## config.mk

```make
export PLATFORM = sky130hd
export DESIGN_NAME = bus_txn_history
export DESIGN_NICKNAME = d
export VERILOG_FILES = /design/src/rtl/bus_txn_pkg.sv /design/src/rtl/bus_txn_history_ring.sv /design/src/rtl/bus_txn_history.sv
export SDC_FILE = /design/constraint.sdc
export NUM_CORES = 1
export LEC_CHECK = 0
export BUFFER_PORTS_ARGS = -buffer_cell sky130_fd_sc_hd__buf_4
export CORE_MARGIN = 2
export CORE_UTILIZATION = 54
export CTS_BUF_LIST = sky130_fd_sc_hd__clkbuf_16
export DETAILED_ROUTE_END_ITERATION = 8
export MAX_ROUTING_LAYER = met4
export PLACE_DENSITY = 0.77
export SYNTH_ARGS = -nofsm -noshare
export SYNTH_HDL_FRONTEND = slang
export SYNTH_SLANG_ARGS = --single-unit
```

## constraint.sdc

```tcl
create_clock -name clk -period 4.6 [get_ports clk]
set_clock_uncertainty 0.15 [all_clocks]
set_input_delay 0.46 -clock clk [delete_from_list [all_inputs] [get_ports clk]]
set_output_delay 0.46 -clock clk [all_outputs]
set_load 0.01 [all_outputs]
```

## src/rtl/bus_txn_pkg.sv

```systemverilog
// ============================================================================
// Module  : bus_txn_pkg
// Brief   : Shared beat type, default widths and capture-condition function
//           for the bus transaction history snooper.
// Revision: 1.0
// ============================================================================
`default_nettype none

package bus_txn_pkg;

  localparam int TXN_ADDR_W = 16;
  localparam int TXN_DATA_W = 16;

  typedef struct packed {
    logic [TXN_ADDR_W-1:0] addr;
    logic [TXN_DATA_W-1:0] data;
    logic                  rw;
  } txn_t;

  localparam int TXN_W = $bits(txn_t);

  function automatic logic capture_en(input logic valid, input logic frz, input logic in_win);
    return valid & ~frz & in_win;
  endfunction

endpackage

`default_nettype wire

```

## src/rtl/bus_txn_history_ring.sv

```systemverilog
// ============================================================================
// Module  : txn_ring
// Brief   : DEPTH-entry circular beat store with fill tracking and an
//           asynchronous read port addressed by age (0 = newest).
// Revision: 1.0
// ============================================================================
`default_nettype none

module txn_ring #(
  parameter int DEPTH  = 8,
  parameter int WIDTH  = 33,
  parameter int IDX_W  = $clog2(DEPTH),
  parameter int FILL_W = IDX_W + 1
) (
  input  logic              clk,
  input  logic              rst,
  input  logic              wr_en_i,
  input  logic [WIDTH-1:0]  wr_data_i,
  input  logic [IDX_W-1:0]  rd_age_i,
  output logic [WIDTH-1:0]  rd_data_o,
  output logic [FILL_W-1:0] fill_o,
  output logic              full_o
);

  logic [WIDTH-1:0]  mem_q [DEPTH];
  logic [IDX_W-1:0]  wr_ptr_q, wr_ptr_d;
  logic [FILL_W-1:0] fill_q, fill_d;
  logic [IDX_W-1:0]  rd_idx;

  assign full_o = (fill_q == FILL_W'(DEPTH));

  always_comb begin
    wr_ptr_d = wr_ptr_q;
    fill_d   = fill_q;
    if (wr_en_i) begin
      wr_ptr_d = wr_ptr_q + IDX_W'(1);
      if (!full_o) fill_d = fill_q + FILL_W'(1);
    end
  end

  always_ff @(posedge clk) begin
    if (rst) begin
      wr_ptr_q <= '0;
      fill_q   <= '0;
    end else begin
      wr_ptr_q <= wr_ptr_d;
      fill_q   <= fill_d;
    end
  end

  // Storage is deliberately left uncleared by reset; fill gates its validity.
  always_ff @(posedge clk) begin
    if (wr_en_i) mem_q[wr_ptr_q] <= wr_data_i;
  end

  // DEPTH is a power of two, so index arithmetic wraps naturally.
  assign rd_idx    = wr_ptr_q - IDX_W'(1) - rd_age_i;
  assign rd_data_o = mem_q[rd_idx];
  assign fill_o    = fill_q;

endmodule

`default_nettype wire

```

## src/rtl/bus_txn_history.sv

```systemverilog
// ============================================================================
// Module  : bus_txn_history
// Brief   : Passive bus snooper keeping a circular history of beats with a
//           steppable registered display. Optional address window filter
//           enabled by defining BUS_TXN_FILTER_EN.
// Revision: 1.0
// ============================================================================
`default_nettype none

module bus_txn_history
  import bus_txn_pkg::*;
#(
  parameter int ADDR_WIDTH  = TXN_ADDR_W,
  parameter int DATA_WIDTH  = TXN_DATA_W,
  parameter int DEPTH       = 8,
  parameter int COUNT_WIDTH = 16
) (
  input  logic                             clk,
  input  logic                             rst,
  input  logic                             bus_valid,
  input  logic [ADDR_WIDTH-1:0]            bus_addr,
  input  logic [DATA_WIDTH-1:0]            bus_data,
  input  logic                             bus_rw,
  input  logic                             freeze,
  input  logic                             step,
`ifdef BUS_TXN_FILTER_EN
  input  logic [ADDR_WIDTH-1:0]            win_lo,
  input  logic [ADDR_WIDTH-1:0]            win_hi,
`endif
  output logic [ADDR_WIDTH+DATA_WIDTH-1:0] disp_val,
  output logic                             disp_rw,
  output logic [$clog2(DEPTH)-1:0]         disp_idx,
  output logic                             disp_valid,
  output logic [COUNT_WIDTH-1:0]           txn_count,
  output logic                             wrapped
);

  localparam int IDX_W  = $clog2(DEPTH);
  localparam int FILL_W = IDX_W + 1;
  localparam int VAL_W  = ADDR_WIDTH + DATA_WIDTH;
  localparam int BEAT_W = VAL_W + 1;

  logic              in_win;
  logic              cap;
  logic [BEAT_W-1:0] rd_beat;
  logic [FILL_W-1:0] fill;
  logic              full;

  logic [IDX_W-1:0]       view_q, view_d;
  logic [COUNT_WIDTH-1:0] count_q, count_d;
  logic                   wrapped_q, wrapped_d;
  logic [VAL_W-1:0]       disp_val_q, disp_val_d;
  logic                   disp_rw_q, disp_rw_d;
  logic [IDX_W-1:0]       disp_idx_q;
  logic                   disp_valid_q, disp_valid_d;

`ifdef BUS_TXN_FILTER_EN
  // An inverted window (lo > hi) can never be satisfied, so nothing is captured.
  assign in_win = (bus_addr >= win_lo) && (bus_addr <= win_hi);
`else
  assign in_win = 1'b1;
`endif

  assign cap = capture_en(bus_valid, freeze, in_win);

  txn_ring #(
    .DEPTH (DEPTH),
    .WIDTH (BEAT_W)
  ) u_ring (
    .clk       (clk),
    .rst       (rst),
    .wr_en_i   (cap),
    .wr_data_i ({bus_addr, bus_data, bus_rw}),
    .rd_age_i  (view_q),
    .rd_data_o (rd_beat),
    .fill_o    (fill),
    .full_o    (full)
  );

  always_comb begin
    view_d       = view_q;
    count_d      = count_q;
    wrapped_d    = wrapped_q;
    disp_valid_d = (FILL_W'(view_q) < fill);
    disp_val_d   = disp_valid_d ? rd_beat[BEAT_W-1:1] : '0;
    disp_rw_d    = disp_valid_d ? rd_beat[0] : 1'b0;

    if (cap) begin
      view_d = '0;
      if (count_q != '1) count_d = count_q + COUNT_WIDTH'(1);
      if (full) wrapped_d = 1'b1;
    end else if (step) begin
      // Wrap back to the newest entry once the oldest held one has been shown.
      if (fill == '0 || (FILL_W'(view_q) + FILL_W'(1)) == fill) view_d = '0;
      else view_d = view_q + IDX_W'(1);
    end
  end

  always_ff @(posedge clk) begin
    if (rst) begin
      view_q       <= '0;
      count_q      <= '0;
      wrapped_q    <= 1'b0;
      disp_val_q   <= '0;
      disp_rw_q    <= 1'b0;
      disp_idx_q   <= '0;
      disp_valid_q <= 1'b0;
    end else begin
      view_q       <= view_d;
      count_q      <= count_d;
      wrapped_q    <= wrapped_d;
      disp_val_q   <= disp_val_d;
      disp_rw_q    <= disp_rw_d;
      disp_idx_q   <= view_q;
      disp_valid_q <= disp_valid_d;
    end
  end

  assign disp_val   = disp_val_q;
  assign disp_rw    = disp_rw_q;
  assign disp_idx   = disp_idx_q;
  assign disp_valid = disp_valid_q;
  assign txn_count  = count_q;
  assign wrapped    = wrapped_q;

endmodule

`default_nettype wire

```

Word level (Yosys, flattened, before mapping). Memories as Yosys holds them, arrays and structs flattened. A register that Yosys moved wholly into a read port is not among the register bits. Index checks and enable logic that the tools add are counted.

Logic and storage cells: 33. Register bits: 31. Memories kept: 1. Memory bits (writable): 264. Memory bits (read-only): 0. Bits of input ports: 38. Output and inout bits: 54. Bits in latches: 0.

Multipliers: 0. Shift-type cells: 0. Bitwise operators: 4. Multiplexer cells: 3. Magnitude comparators: 1. $add $sub $neg: 7. Div/mod/pow operators: 0. Reductions and logical operators: 7. Eq/ne operators: 3.

Memory list: u_ring.mem_q (depth 8, bits a word 33, read ports 1, clocked after memory_dff 1, write ports 1, RTL line bus_txn_history_ring.sv:25) `logic [WIDTH-1:0] mem_q [DEPTH];`.

Operators with widths (number): $add A16 B1 Y16 const B (1); $ne A16 B16 Y1 const B (1); $add A3 B1 Y3 const B (2); $reduce_and A2 Y1 (3); $add A3 B1 Y4 const B (1); $add A4 B1 Y4 const B (1); $eq A4 B4 Y1 (1); $eq A4 B4 Y1 const B (1); $logic_not A4 Y1 (1); $lt A3 B4 Y1 (1); $reduce_or A2 Y1 (2); $mux W3 (1); $not A1 Y1 (3); $sub A3 B1 Y3 const B (1); $sub A3 B3 Y3 (1); $mux W1 (2); $and A1 B1 Y1 (1); $logic_or A1 B1 Y1 (1).

Depth between registers and ports, before layout.
Depth after elaboration: 4. Depth in mapped cells: 8. Depth with buffers taken out: 7.

Cells and area by module. A second synthesis with hierarchy kept.

Cells, all modules: 640. Area, all modules: 12537.0 um^2.

By module, submodules not included: txn_ring (cells an instance 435, seq. area each 8067.7 um^2, times used 1, area an instance 10428.8 um^2); bus_txn_history (cells an instance 205, seq. area each 1141.1 um^2, times used 1, area an instance 2108.3 um^2).

Least setup slack after synthesis. Ideal clock, no wire load.

Kind: input port to flip-flop. Start point: in freeze. End point: mem u_ring.mem_q[0][0] (enable). Arrival: 3.899 ns. Stages on the path: 3. Path buffers: 1. Required time: 3.944 ns. Setup time: 0.506 ns. Slack: 0.045 ns. Path through: nand2b_1 > buf_2 > nor4_1.

Longest elaborated chain between the ends: 4.

RTL lines: start: declaration (RTL line bus_txn_history.sv:24) `input logic freeze,`; $not A1 Y1 (RTL line bus_txn_pkg.sv:23) `return valid & ~frz & in_win;`; $and A1 B1 Y1 (RTL line bus_txn_pkg.sv:23); $mux W1 (RTL line bus_txn_history_ring.sv:53) `if (wr_en_i) mem_q[wr_ptr_q] <= wr_data_i;`; $mux W1 (implied by the code) (RTL line bus_txn_history_ring.sv:53); end: declaration (RTL line bus_txn_history_ring.sv:25).

Every way passes these cells.

Final worst setup path.
Start point: reg view_q[0]. End point: reg disp_val_q[25] (netlist: disp_val[25]).

Longest elaborated chain between the ends: 3. Elaborated cells between the ends (all ways): 4. Those cells by class: add/sub (1); order compare (1); bitwise (1); reduce/logical (1).

RTL lines: start: declaration (RTL line bus_txn_history.sv:49) `logic [IDX_W-1:0] view_q, view_d;`; start signal: assignment (RTL line bus_txn_history.sv:109) `view_q <= view_d;`; $lt A3 B4 Y1 (RTL line bus_txn_history.sv:84) `disp_valid_d = (FILL_W'(view_q) < fill);`; $not A1 Y1 (no source line); $reduce_or A2 Y1 (no source line); end signal: assignment (RTL line bus_txn_history.sv:112) `disp_val_q <= disp_val_d;`; end: declaration (RTL line bus_txn_history.sv:52) `logic [VAL_W-1:0] disp_val_q, disp_val_d;`.

Several ways; a longest one is shown, not always the timed one. A chain may end at the register's enable or synchronous reset.

==> out/qor.txt <==
status -> finished clean
fin area -> 0.01477 mm²
via density per instance -> 5.750
kind of critical path -> reg2reg
Worst-Skew Late Latency -> 0.56 ns
worst r2r src -> view_q[0]$_SDFFE_PP0P_
Ports -> 92
Synthesis Warnings -> 0
layout overhead on the synthesized area -> 20.17%
number of global-route vias before repair -> 6832
R2R depth -> 8
Synth Area in Compound Gates -> 2.760%
Post-Synth XOR/XNOR Area -> 1.680%
DRC viols -> 0
Leakage -> 5.180 nW
Clock transition at path regs -> 0.06 ns
launching element type of the critical path -> flop
unrepaired setup endpoints after global routing -> false
P_sw -> 1.343 mW
final hold violation count -> 0
part of the power in combinational logic -> 7.8%
Distinct cells, synth -> 47
Worst setup endpoint -> disp_val[25]$_SDFF_PP0_
Worst path max stage delay -> 0.65 ns
grt ovf -> 0
Crit path arrival time -> 3.51 ns
Setup TNS Final -> 0 ns
maximum vdd drop -> 0.2804 mV
layout cells sized above 1 -> 29.05%
Post-Syn Nets -> 721
Adder-Cell Fraction of Synth Area -> 1.079%
Data required, critical path -> 4.91 ns
Initial Util -> 54.60%
share of power burned in registers -> 51.6%
worst-margin pin slew -> 1.195 ns
Post-DRT Antenna Nets -> 0
slew margin rel. -> 20.11%
Simple-Gate Fraction of Synth Area -> 5.764%
routed via count -> 6469
Net Sw Frac -> 21.19%
max_cap viols -> 0
Final period util -> 69.67%
Placed Instance Area -> 0.01340 mm²
die width -> 154.8 µm
mapped cell area -> 0.01229 mm²
die area -> 0.02398 mm²
num rows -> 55
root buffer cell -> clkbuf_16
GRT Overall Usage -> 21.63%
CTS tree -> done
P_int -> 4.994 mW
Clk pwr share -> 40.6%
first-pass GRT wire length -> 38.11 mm
Largest delay share family, worst path -> XOR/XNOR gates
DRT Pass-1 Iters -> 5
WP depth -> 8
final std cells w/o fill -> 1125
mux share of post-synthesis cell area -> 12.18%
post-synthesis sequential area ratio -> 74.95%
crit end category -> flop
core area -> 0.02250 mm²
HP Class -> in2reg
number of synthesized register bits -> 328
RR Endpoint -> disp_val[25]$_SDFF_PP0_
worst-case clock buffer depth -> 3
WL/cell -> 21.79 µm
Sink Count -> 328
Final Wtd Congestion -> 0.8563
worst path buffer plus inverter count -> 2
power density cells -> 429.1 mW/mm²
Syn Area/Cell -> 18.26 µm²
die height -> 154.8 µm
Final Critical Period -> 3.205 ns
Placed Cells incl. Taps -> 1035
Worst setup startpoint -> view_q[0]$_SDFFE_PP0P_
Post-synth EDFFs -> 264
final setup fails -> 0
fin nets -> 864
FFs w/ async S/R, synth -> 0%
Critical Path Slowest Stage Cell -> xor2_4
Main synth FF type -> edfxtp_1
number of buffers created by CTS -> 31
maximum clock rate -> 312.0 MHz
initial antenna violation count -> 0
crit path max fanout -> 20
r2r setup slk -> 1.39 ns
final core utilization -> 65.62%
Final HPWL DP -> 13.66 mm
crit-path cells -> inv_1 -> ha_4 -> fa_4 -> xnor2_2 -> xor2_4 -> buf_4 -> nand2_1 -> a21oi_1
diode count -> 0
Initial DRC Count -> 510
Post-Syn Instances -> 673
largest net degree at the start of global routing -> 67
Detailed Route WL -> 24.51 mm
largest family of logic cells by synthesized area -> multiplexers
IO buf count -> 91
final max-slew violation count -> 0
deepest level of the CTS H-tree -> 1
## kinds of logic after synthesis
group                    Yosys count
AND/OR/NAND/NOR                  153
flip-flops                       328
multiplexers                      67
adder cells (fa/ha/maj)           10
AO/OA/AOI/OAI                     54
buffers and inverters             40
XOR/XNOR                          21
## flip-flops by register name, indices dropped and copies added, names as in the netlist, 3 cells and up
signal           flops
u_ring.mem_q       264
disp_val            32
txn_count           16
u_ring.fill_o        4
disp_idx             3
u_ring.wr_ptr_q      3
view_q               3
## worst min-delay path by stage
stage / startpoint / to / slack (ns) / cells after the start
6_report: step / view_q[1]$_SDFFE_PP0P_ / 0.10 / 3
5_1_grt: step / view_q[1]$_SDFFE_PP0P_ / 0.11 / 3
4_1_cts: step / view_q[1]$_SDFFE_PP0P_ / 0.09 / 3
3_5_place_dp: wrapped$_SDFFE_PP0P_ / wrapped$_SDFFE_PP0P_ / 0.35 / 1
3_3_place_gp: wrapped$_SDFFE_PP0P_ / wrapped$_SDFFE_PP0P_ / 0.32 / 1
2_1_floorplan: u_ring.fill_o[2]$_SDFFE_PP0P_ / u_ring.fill_o[2]$_SDFFE_PP0P_ / 0.34 / 2
## cell type report
type / count / area, µm²
inverter: 8 / 30.03
sequential: 328 / 9209
fill: 1477 / 7737
timing repair buffer: 142 / 1149
multi-input combinational: 305 / 2985
tap: 285 / 356.6
clock buffer: 31 / 775.7
clock inverter: 26 / 260.3
## per-layer routing
| metal | track usage (%) | share of wire (%) |
|---|---|---|
| met1 | 28.24 | 41 |
| met2 | 36.35 | 52 |
| met3 | 2.942 | 5.7 |
| met4 | 5.908 | 1.7 |
| met5 | - | 0 |
## power groups by stage
stage	sequential [mW]	combinational [mW]	clock (mW)
floorplan	3.34	0.301	0
global placement	3.33	0.460	0
detailed placement	3.33	0.474	0
CTS	3.27	0.501	2.61
global route	3.27	0.535	2.73
finish	3.27	0.493	2.58
## worst min-delay path, cell delays in order
cell,delay (ns)
buf_4,0.12
inv_1,0.05
a32o_1,0.14
## per-stage QoR
stage / setup slack, ns / power, mW / hold slack [ns]
6_report: 1.395 / 6.336 / 0.1035
3_5_place_dp: 1.423 / 3.806 / 0.3496
2_1_floorplan: 0.04500 / 3.639 / 0.3355
5_1_grt: 1.282 / 6.532 / 0.1068
3_3_place_gp: 1.510 / 3.789 / 0.3219
4_1_cts: 1.390 / 6.374 / 0.08932
## cells in the mapped netlist, types with 2 or more instances
| library cell | number | area, µm² |
|---|---|---|
| nand4_1 | 8 | 50.05 |
| ha_1 | 9 | 112.6 |
| buf_2 | 15 | 75.07 |
| a31oi_1 | 2 | 12.51 |
| mux4_2 | 66 | 1486 |
| inv_1 | 8 | 30.03 |
| nor4_1 | 2 | 12.51 |
| buf_1 | 2 | 7.510 |
| o21bai_1 | 2 | 15.01 |
| xor2_1 | 13 | 113.9 |
| nand3_1 | 6 | 30.03 |
| xnor2_2 | 2 | 32.53 |
| and3_1 | 3 | 18.77 |
| and4_1 | 4 | 35.03 |
| nand2b_1 | 4 | 25.02 |
| nand2_1 | 80 | 300.3 |
| clkbuf_1 | 9 | 33.78 |
| buf_4 | 5 | 37.54 |
| xnor2_1 | 5 | 43.79 |
| nor2b_1 | 3 | 18.77 |
| dfxtp_1 | 64 | 1281 |
| nor3_1 | 7 | 35.03 |
| a32o_1 | 2 | 20.02 |
| a21oi_1 | 39 | 195.2 |
| edfxtp_1 | 264 | 7928 |
| nor2_1 | 28 | 105.1 |
## cell usage in the layout (no fill, tap or decap), drive strengths merged, types with 5 or more instances in the layout
cell,instances
nand2,80
ha,9
bufinv,5
nand3,6
clkinv,15
clkbuf,31
nand4,9
mux4,66
dlygate4sd3,33
dfxtp,64
a21oi,39
xor2,14
nor2,28
xnor2,7
nor3,7
edfxtp,264
buf,109
inv,11
## timing repair
action / 4_1_cts / 5_1_grt
gates resized for setup: 0 / 0
hold endpoints to repair: 264 / 0
setup buffers: 0 / 0
hold buffers: 33 / 0
(Power assumes the default switching activity.)
